## src/rtl/rf_bypass_sb.sv

```systemverilog
// Decode-stage register file: NRD combinational read ports, one write port with
// write-to-read bypass, and a per-register pending-write scoreboard (credit counters).
//
// Parameters:
//   DATA_W  register width
//   NREG    architectural registers (<= 2**SEL_W)
//   SEL_W   register select width
//   NRD     number of read ports
//   CNT_W   pending counter width (max 2**CNT_W-1 outstanding writes per register)
//   R0_ZERO 1: register 0 reads as zero, is never written and is never pending
//
// Ports:
//   clk, rst             clock, synchronous active-high reset
//   rd_sel/rd_used       per-port read select (packed, SEL_W each) and consume flag
//   rd_data/rd_busy      per-port read data (packed, DATA_W each) and operand-owed flag
//   stall                some consumed operand is still owed
//   wr_en/wr_sel/wr_data writeback port
//   issue_en/issue_sel   destination of the instruction leaving decode
//   err                  sticky error (counter overflow or out-of-range select)
module rf_bypass_sb #(
    parameter int DATA_W  = 16,
    parameter int NREG    = 8,
    parameter int SEL_W   = 3,
    parameter int NRD     = 2,
    parameter int CNT_W   = 2,
    parameter bit R0_ZERO = 1'b0
) (
    input  logic                    clk,
    input  logic                    rst,
    input  logic [NRD*SEL_W-1:0]    rd_sel,
    input  logic [NRD-1:0]          rd_used,
    output logic [NRD*DATA_W-1:0]   rd_data,
    output logic [NRD-1:0]          rd_busy,
    output logic                    stall,
    input  logic                    wr_en,
    input  logic [SEL_W-1:0]        wr_sel,
    input  logic [DATA_W-1:0]       wr_data,
    input  logic                    issue_en,
    input  logic [SEL_W-1:0]        issue_sel,
    output logic                    err
);

    // One extra bit so the range check stays meaningful when NREG == 2**SEL_W.
    localparam logic [SEL_W:0]   NREG_W  = (SEL_W + 1)'(NREG);
    localparam logic [CNT_W-1:0] CNT_MAX = '1;
    localparam logic [CNT_W-1:0] CNT_ONE = CNT_W'(1);

    logic [DATA_W-1:0] regs_q [NREG];
    logic [DATA_W-1:0] regs_d [NREG];
    logic [CNT_W-1:0]  cnt_q  [NREG];
    logic [CNT_W-1:0]  cnt_d  [NREG];
    logic              err_q;
    logic              err_d;

    logic              wr_live;
    logic              iss_live;
    logic              ovf;
    logic              rd_bad;
    logic [NRD-1:0]    busy_raw;

    function automatic logic sel_ok(input logic [SEL_W-1:0] s);
        return ({1'b0, s} < NREG_W);
    endfunction

    // A select that names real, writable, trackable storage.
    function automatic logic sel_live(input logic [SEL_W-1:0] s);
        return sel_ok(s) && !(R0_ZERO && (s == '0));
    endfunction

    assign wr_live  = wr_en && sel_live(wr_sel);
    assign iss_live = issue_en && sel_live(issue_sel);

    // Read ports with bypass and busy detection.
    always_comb begin
        logic [SEL_W-1:0] s;
        logic             byp;
        s        = '0;
        byp      = 1'b0;
        rd_data  = '0;
        busy_raw = '0;
        rd_bad   = 1'b0;
        for (int i = 0; i < NRD; i++) begin
            s   = rd_sel[i*SEL_W +: SEL_W];
            byp = wr_live && (wr_sel == s);
            if (sel_live(s)) begin
                rd_data[i*DATA_W +: DATA_W] = byp ? wr_data : regs_q[s];
                // The last owed write arriving this cycle is already on the bypass.
                busy_raw[i] = (cnt_q[s] != '0) && !(byp && (cnt_q[s] == CNT_ONE));
            end
            if (!sel_ok(s) && rd_used[i]) begin
                rd_bad = 1'b1;
            end
        end
    end

    assign rd_busy = busy_raw & {NRD{~rst}};
    assign stall   = |(rd_busy & rd_used);
    assign err     = err_q;

    // Register write.
    always_comb begin
        regs_d = regs_q;
        if (wr_live) begin
            regs_d[wr_sel] = wr_data;
        end
    end

    // Scoreboard credit counters.
    always_comb begin
        logic hit_i;
        logic hit_w;
        hit_i = 1'b0;
        hit_w = 1'b0;
        ovf   = 1'b0;
        cnt_d = cnt_q;
        for (int r = 0; r < NREG; r++) begin
            hit_i = iss_live && (issue_sel == SEL_W'(r));
            hit_w = wr_live && (wr_sel == SEL_W'(r));
            unique case ({hit_i, hit_w})
                2'b10: begin
                    if (cnt_q[r] == CNT_MAX) begin
                        ovf = 1'b1;
                    end else begin
                        cnt_d[r] = cnt_q[r] + CNT_ONE;
                    end
                end
                2'b01: begin
                    // A write with nothing owed is an untracked write.
                    if (cnt_q[r] != '0) begin
                        cnt_d[r] = cnt_q[r] - CNT_ONE;
                    end
                end
                2'b11: begin
                    // One credit retires, one is taken: a fresh owner if idle.
                    if (cnt_q[r] == '0) begin
                        cnt_d[r] = CNT_ONE;
                    end
                end
                default: begin
                    cnt_d[r] = cnt_q[r];
                end
            endcase
        end
    end

    always_comb begin
        err_d = err_q
              | ovf
              | rd_bad
              | (wr_en && !sel_ok(wr_sel))
              | (issue_en && !sel_ok(issue_sel));
    end

    always_ff @(posedge clk) begin
        if (rst) begin
            for (int r = 0; r < NREG; r++) begin
                regs_q[r] <= '0;
                cnt_q[r]  <= '0;
            end
            err_q <= 1'b0;
        end else begin
            regs_q <= regs_d;
            cnt_q  <= cnt_d;
            err_q  <= err_d;
        end
    end

endmodule

```

## config.mk

```make
export PLATFORM = sky130hd
export DESIGN_NAME = rf_bypass_sb
export DESIGN_NICKNAME = d
export VERILOG_FILES = /design/src/rtl/rf_bypass_sb.sv
export SDC_FILE = /design/constraint.sdc
export NUM_CORES = 1
export LEC_CHECK = 0
export ABC_AREA = 1
export CORE_ASPECT_RATIO = 1.5
export CORE_UTILIZATION = 35
export DETAILED_ROUTE_END_ITERATION = 6
export PLACE_DENSITY_LB_ADDON = 0.05
export SLEW_MARGIN = 20
export SYNTH_ARGS = -nofsm -noshare
export SYNTH_HDL_FRONTEND = slang
export SYNTH_SLANG_ARGS = --single-unit
```

## constraint.sdc

```tcl
create_clock -name clk -period 2.3 [get_ports clk]
set_input_delay 0.46 -clock clk [delete_from_list [all_inputs] [get_ports clk]]
set_output_delay 0.46 -clock clk [all_outputs]
set_load 0.02 [all_outputs]
```

==> Word-level counts from Yosys, hierarchy flattened <==
Index checks and enable logic that the tools add are counted.
{ "classes": {"n_addsub": 16, "n_lt_le_gt_ge": 4, "eq_ne": 74, "mux": 65, "bitwise_logic": 7, "n_reduce_logical": 62} }
{ "ops": {"columns": ["op", "count"], "rows": [
  ["bitwise mux 128 bit", 1],
  ["2-to-1 mux 16 bit", 7],
  ["binary-select mux 16 bit (select 3 bit)", 2],
  ["2-to-1 mux 2 bit", 28],
  ["demux 16 bit (select 3 bit)", 1],
  ["== test 2 bit (second input constant)", 24],
  ["!= test 2 bit (second input constant)", 24],
  ["one-hot mux 2 bit (3 select lines)", 8],
  ["AND reduction 4 bit", 8],
  ["== test 3 bit (second input constant)", 8],
  ["nonzero test 3 bit", 8],
  ["logical AND 1 bit", 23],
  ["== test 2 x 1 -> 1 bit (second input constant)", 10],
  ["nonzero test 2 bit", 10],
  ["adder 2 x 1 -> 2 bit (second input constant)", 8],
  ["zero test 2 bit", 8],
  ["2-to-1 mux 1 bit", 16],
  ["subtractor 2 x 1 -> 2 bit (second input constant)", 8],
  ["binary-select mux 2 bit (select 3 bit)", 2],
  ["== test 3 x 2 -> 1 bit (second input constant)", 4],
  [">= comparator 4 bit (second input constant)", 3],
  ["NOT 3 -> 4 bit", 3],
  ["== test 3 x 1 -> 1 bit (second input constant)", 2],
  ["== test 3 bit", 2],
  ["7 further kinds", 10]
]} }
{ "word_totals": {"ff_bits": 145, "in_bits": 34, "out_inout_bits": 36, "elab_cells": 245} }

==> Logic depth before layout (Yosys ltp) <==
{ "depth": {"depth_word": 19, "depth_mapped": 12, "mapped_depth_nobuf": 11} }

==> Worst setup path after synthesis <==
Ideal clock, no wire load.
{ "synth_timing": {"path_kind": "input -> output", "from": "input port rd_sel[3]", "to": "output port rd_data[30]", "t_arrival_ns": 1.619, "path_slack_ns": 0.221, "stages": 6, "cell_sequence": "buf_2 clkbuf_1 o21ai_0 o21ai_0 nor2_1 o21ai_0"} }
{ "synth_via": {"elab_chain_len": 5} }
{ "synth_lines": {"columns": ["element", "line_no", "rtl"], "rows": [
  ["from (decl)", "30", "input logic [NRD*SEL_W-1:0] rd_sel,"],
  ["NOT 3 -> 4 bit (not written as such)", "86", "rd_data[i*DATA_W +: DATA_W] = byp ? wr_data : regs_q[s];"],
  ["binary-select mux 16 bit (select 3 bit)", "86", null],
  ["2-to-1 mux 16 bit (not written as such) (2 in a row)", "86", null],
  ["2-to-1 mux 16 bit *", "86", null],
  ["to (decl)", "32", "output logic [NRD*DATA_W-1:0] rd_data,"]
]} }
Mark *: on every way between the ends. The rest lies on a longest branch, timed or not. The select of a mux whose other input is x is not followed.

==> Worst setup path in the final report <==
{ "layout_timing": {"from": "input port rd_sel[1]", "to": "output port rd_busy[0]"} }
{ "layout_via": {"elab_chain_len": 9} }
{ "layout_lines": {"columns": ["element", "line_no", "rtl"], "rows": [
  ["NOT 3 -> 4 bit (not written as such)", "88", "busy_raw[i] = (cnt_q[s] != '0) && !(byp && (cnt_q[s] == CNT_ONE));"],
  ["binary-select mux 2 bit (select 3 bit)", "88", null],
  ["2-to-1 mux 2 bit (not written as such) (2 in a row)", "88", null],
  ["== test 2 x 1 -> 1 bit", "88", null],
  ["logical AND 1 bit", "88", null],
  ["zero test 1 bit", "88", null],
  ["logical AND 1 bit *", "88", null],
  ["AND 2 bit *", "96", "assign rd_busy = busy_raw & {NRD{~rst}};"],
  ["to (decl)", "33", "output logic [NRD-1:0] rd_busy,"]
]} }
Marks and branches as above.

==> run summary <==
chip height: 191 µm
Synth Area in XOR/XNOR: 0.209%
crit path cell chain: clkbuf_4 -> buf_6 -> inv_1 -> nand3_1 -> nand2_1 -> nor2_1 -> nand2_1 -> and3_1 -> clkdlybuf4s15_2
critical path startpoint category: input pin
Final Cycle Share: 99.5%
Period minus WS final: 2.29 ns
Crit path top cell by count: nand2_1
worst hold margin: 0.473 ns
register area share after synthesis: 34.6%
drt total wl: 34,200 µm
die area: 24,600 µm²
fmax: 0.437 GHz
area of the mapped netlist: 8380 µm²
vias in the first global route: 8,811
Final Setup Violations: 0
largest net degree at the start of global routing: 71
syn nets: 1,335
Sw Pwr: 2050 µW
most common cell after layout, fill and taps aside: o21ai_0
mux cell area share after synthesis: 0%
status: finished clean
total power per unit cell area: 624 nW/µm²
crit path DAT: 1.83 ns
Synth Area in Simple Gates: 22.4%
initial DRC count: 735
clock share of power: 40.3%
site row count: 69
Slew headroom: 55.5%
reg-to-reg setup timing slack: 0.98 ns
sequential share of power: 38.8%
fin nets: 1,462
Worst setup EP type: primary output
Area Growth Syn to Fin: 30.7%
CTS tree: yes
Core Util, Final: 46.5%
drt wl/cell: 19.5 µm
H-tree Lvls: 4
maxcap violations: 0
Placer Congestion: 0.857
leakage power: 0.00458 µW
CTS root buf: clkbuf_16
Yosys warning count: 0
clk slew on worst S/H paths: 0.06 ns
compound-cell area share of the yosys netlist: 31.3%
CTS Buf Count: 17
setup_tns: 0 ns
commonest non-fill, non-tap cells in the layout: o21ai_0 (236), nand2_1 (169), a21oi_1 (165)
pins over their slew limit: 0
antenna violations before repair: 0
Max FO, Critical Path: 13
TritonCTS Sinks: 145
Avg Synthesized Cell Area: 6.47 µm²
first-pass GRT wire length: 51,400 µm
core area: 23,600 µm²
critical path required time: 1.84 ns
Final Hold Vio Count: 0
Setup Skew: 0.00586 ns
Max stage delay on crit path: 0.25 ns
largest family of logic cells by synthesized area: compound AO/OA/AOI/OAI gates
ant diodes: 0
gr usage total: 28.4%
switch share: 30.0%
Post-Synthesis Cells: 1,295
RSZ-0062 raised after global routing: true
critical path type: in2out
placed inst area: 10,200 µm²
buffer levels on the longest clock path: 2
DR vias: 9,427
Die W: 128 µm
Int Power: 4780 µW
total power: 6830 µW
TritonRoute pass-1 iters: 7
GRT overflow: 0
I/O pins: 70
Synth cell types: 29
Max stage delay cell, worst path: clkdlybuf4s15_2
Synth Area in Adders: 0.896%
Starting Density: 35.5%
ANT nets after route: 0
Port-buffer cells: 69
layout cells sized above 1: 17.2%
post-layout instance area: 10,900 µm²
VDD IR max: 528 µV
synthesized flop and latch total: 145
Avg Vias per Cell: 5.37
combinational fraction of design power: 20.9%
Clk Latency, worst-skew pair: 0.44 ns
Worst Tran Pin Value: 0.667 ns
# DRC: 0
DP HPWL: 23,100 µm
worst hold path class: reg2reg
==> cell usage after synthesis, drive strengths merged <==
| cell type | instances | area (µm²) |
|---|---|---|
| o31ai | 2 | 15.0 |
| xor2 | 2 | 17.5 |
| and3 | 2 | 12.5 |
| clkbuf | 32 | 123 |
| dfxtp | 145 | 2900 |
| ha | 6 | 75.1 |
| or2 | 4 | 25.0 |
| nand3 | 104 | 521 |
| buf | 68 | 333 |
| o21ai | 254 | 1270 |
| clkinv | 9 | 33.8 |
| nand4 | 4 | 25.0 |
| nor3 | 1 | 5.00 |
| o211ai | 64 | 480 |
| a21oi | 167 | 836 |
| inv | 106 | 398 |
| a31oi | 3 | 18.8 |
| nand2 | 173 | 662 |
| nor2 | 149 | 624 |
==> layer usage <==
layer  wire, µm  vias up  global-route usage, %
met4       1380        0                   13.6
met3       1670       81                   4.93
met2      17000      323                   49.8
li1           -     4654                      -
met5          0        -                      0
met1      14100     4369                   33.2
==> power by group through the flow <==
stage          Combinational [µW]  Clock (µW)  Sequential [µW]
4_1_cts                      1420        2810             2650
6_report                     1430        2750             2650
2_1_floorplan                 744           0             2690
5_1_grt                      1550        2910             2660
3_5_place_dp                 1380           0             2700
3_3_place_gp                 1380           0             2700
==> kinds of logic (layout without fill, tap and decap cells) <==
group	Yosys count	after routing
XOR/XNOR	2	2
flip-flops	145	145
buffers and inverters	215	353
AO/OA/AOI/OAI	490	490
AND/OR/NAND/NOR	437	439
adder cells (fa/ha/maj)	6	6
==> worst max-delay path, delay by kind of cell <==
| kind | cells | cell delay, ns |
|---|---|---|
| buffers and inverters | 4 | 0.82 |
| and+or+nand+nor | 5 | 0.54 |
==> sequential cells by signal, summed over array words and instances, names as in the netlist <==
register and count:
err 1, cnt_q 16, regs_q 128
==> through the flow <==
stage	worst slack, ns	instances
6_report	0.0121	1754
5_1_grt	-0.0237	1754
4_1_cts	0.000398	1751
3_5_place_dp	-0.752	1710
3_3_place_gp	-0.720	1710
2_1_floorplan	0.221	1295
==> path summary, 6_finish.rpt <==
path                          start                      to  depth (start not counted)
max reg2reg  cnt_q[10]$_SDFFE_PP0P_  cnt_q[11]$_SDFFE_PP0P_                          6
min          regs_q[4]$_SDFFE_PP0P_  regs_q[4]$_SDFFE_PP0P_                          2
min reg2reg  regs_q[4]$_SDFFE_PP0P_  regs_q[4]$_SDFFE_PP0P_                          2
max                       rd_sel[1]              rd_busy[0]                          9
==> cell type report <==
type | count | area, µm²
clock buffers | 22 | 454
clock inverters | 10 | 111
fillers | 2513 | 12600
inverters | 115 | 434
multi-input cells | 937 | 4650
flip-flops and latches | 145 | 2900
well taps | 319 | 399
repair buffers | 206 | 2000
==> timing repair <==
item / in CTS / in global routing
setup endpoints to repair: 35 / 34
gates cloned: 6 / 3
pin swaps: 7 / 5
hold buffers: 0 / 0
buffers inserted: 3 / 0
hold endpoints to repair: 0 / 0
gates resized for setup: 137 / 43
Note: power is estimated with default switching activity, not from simulation.
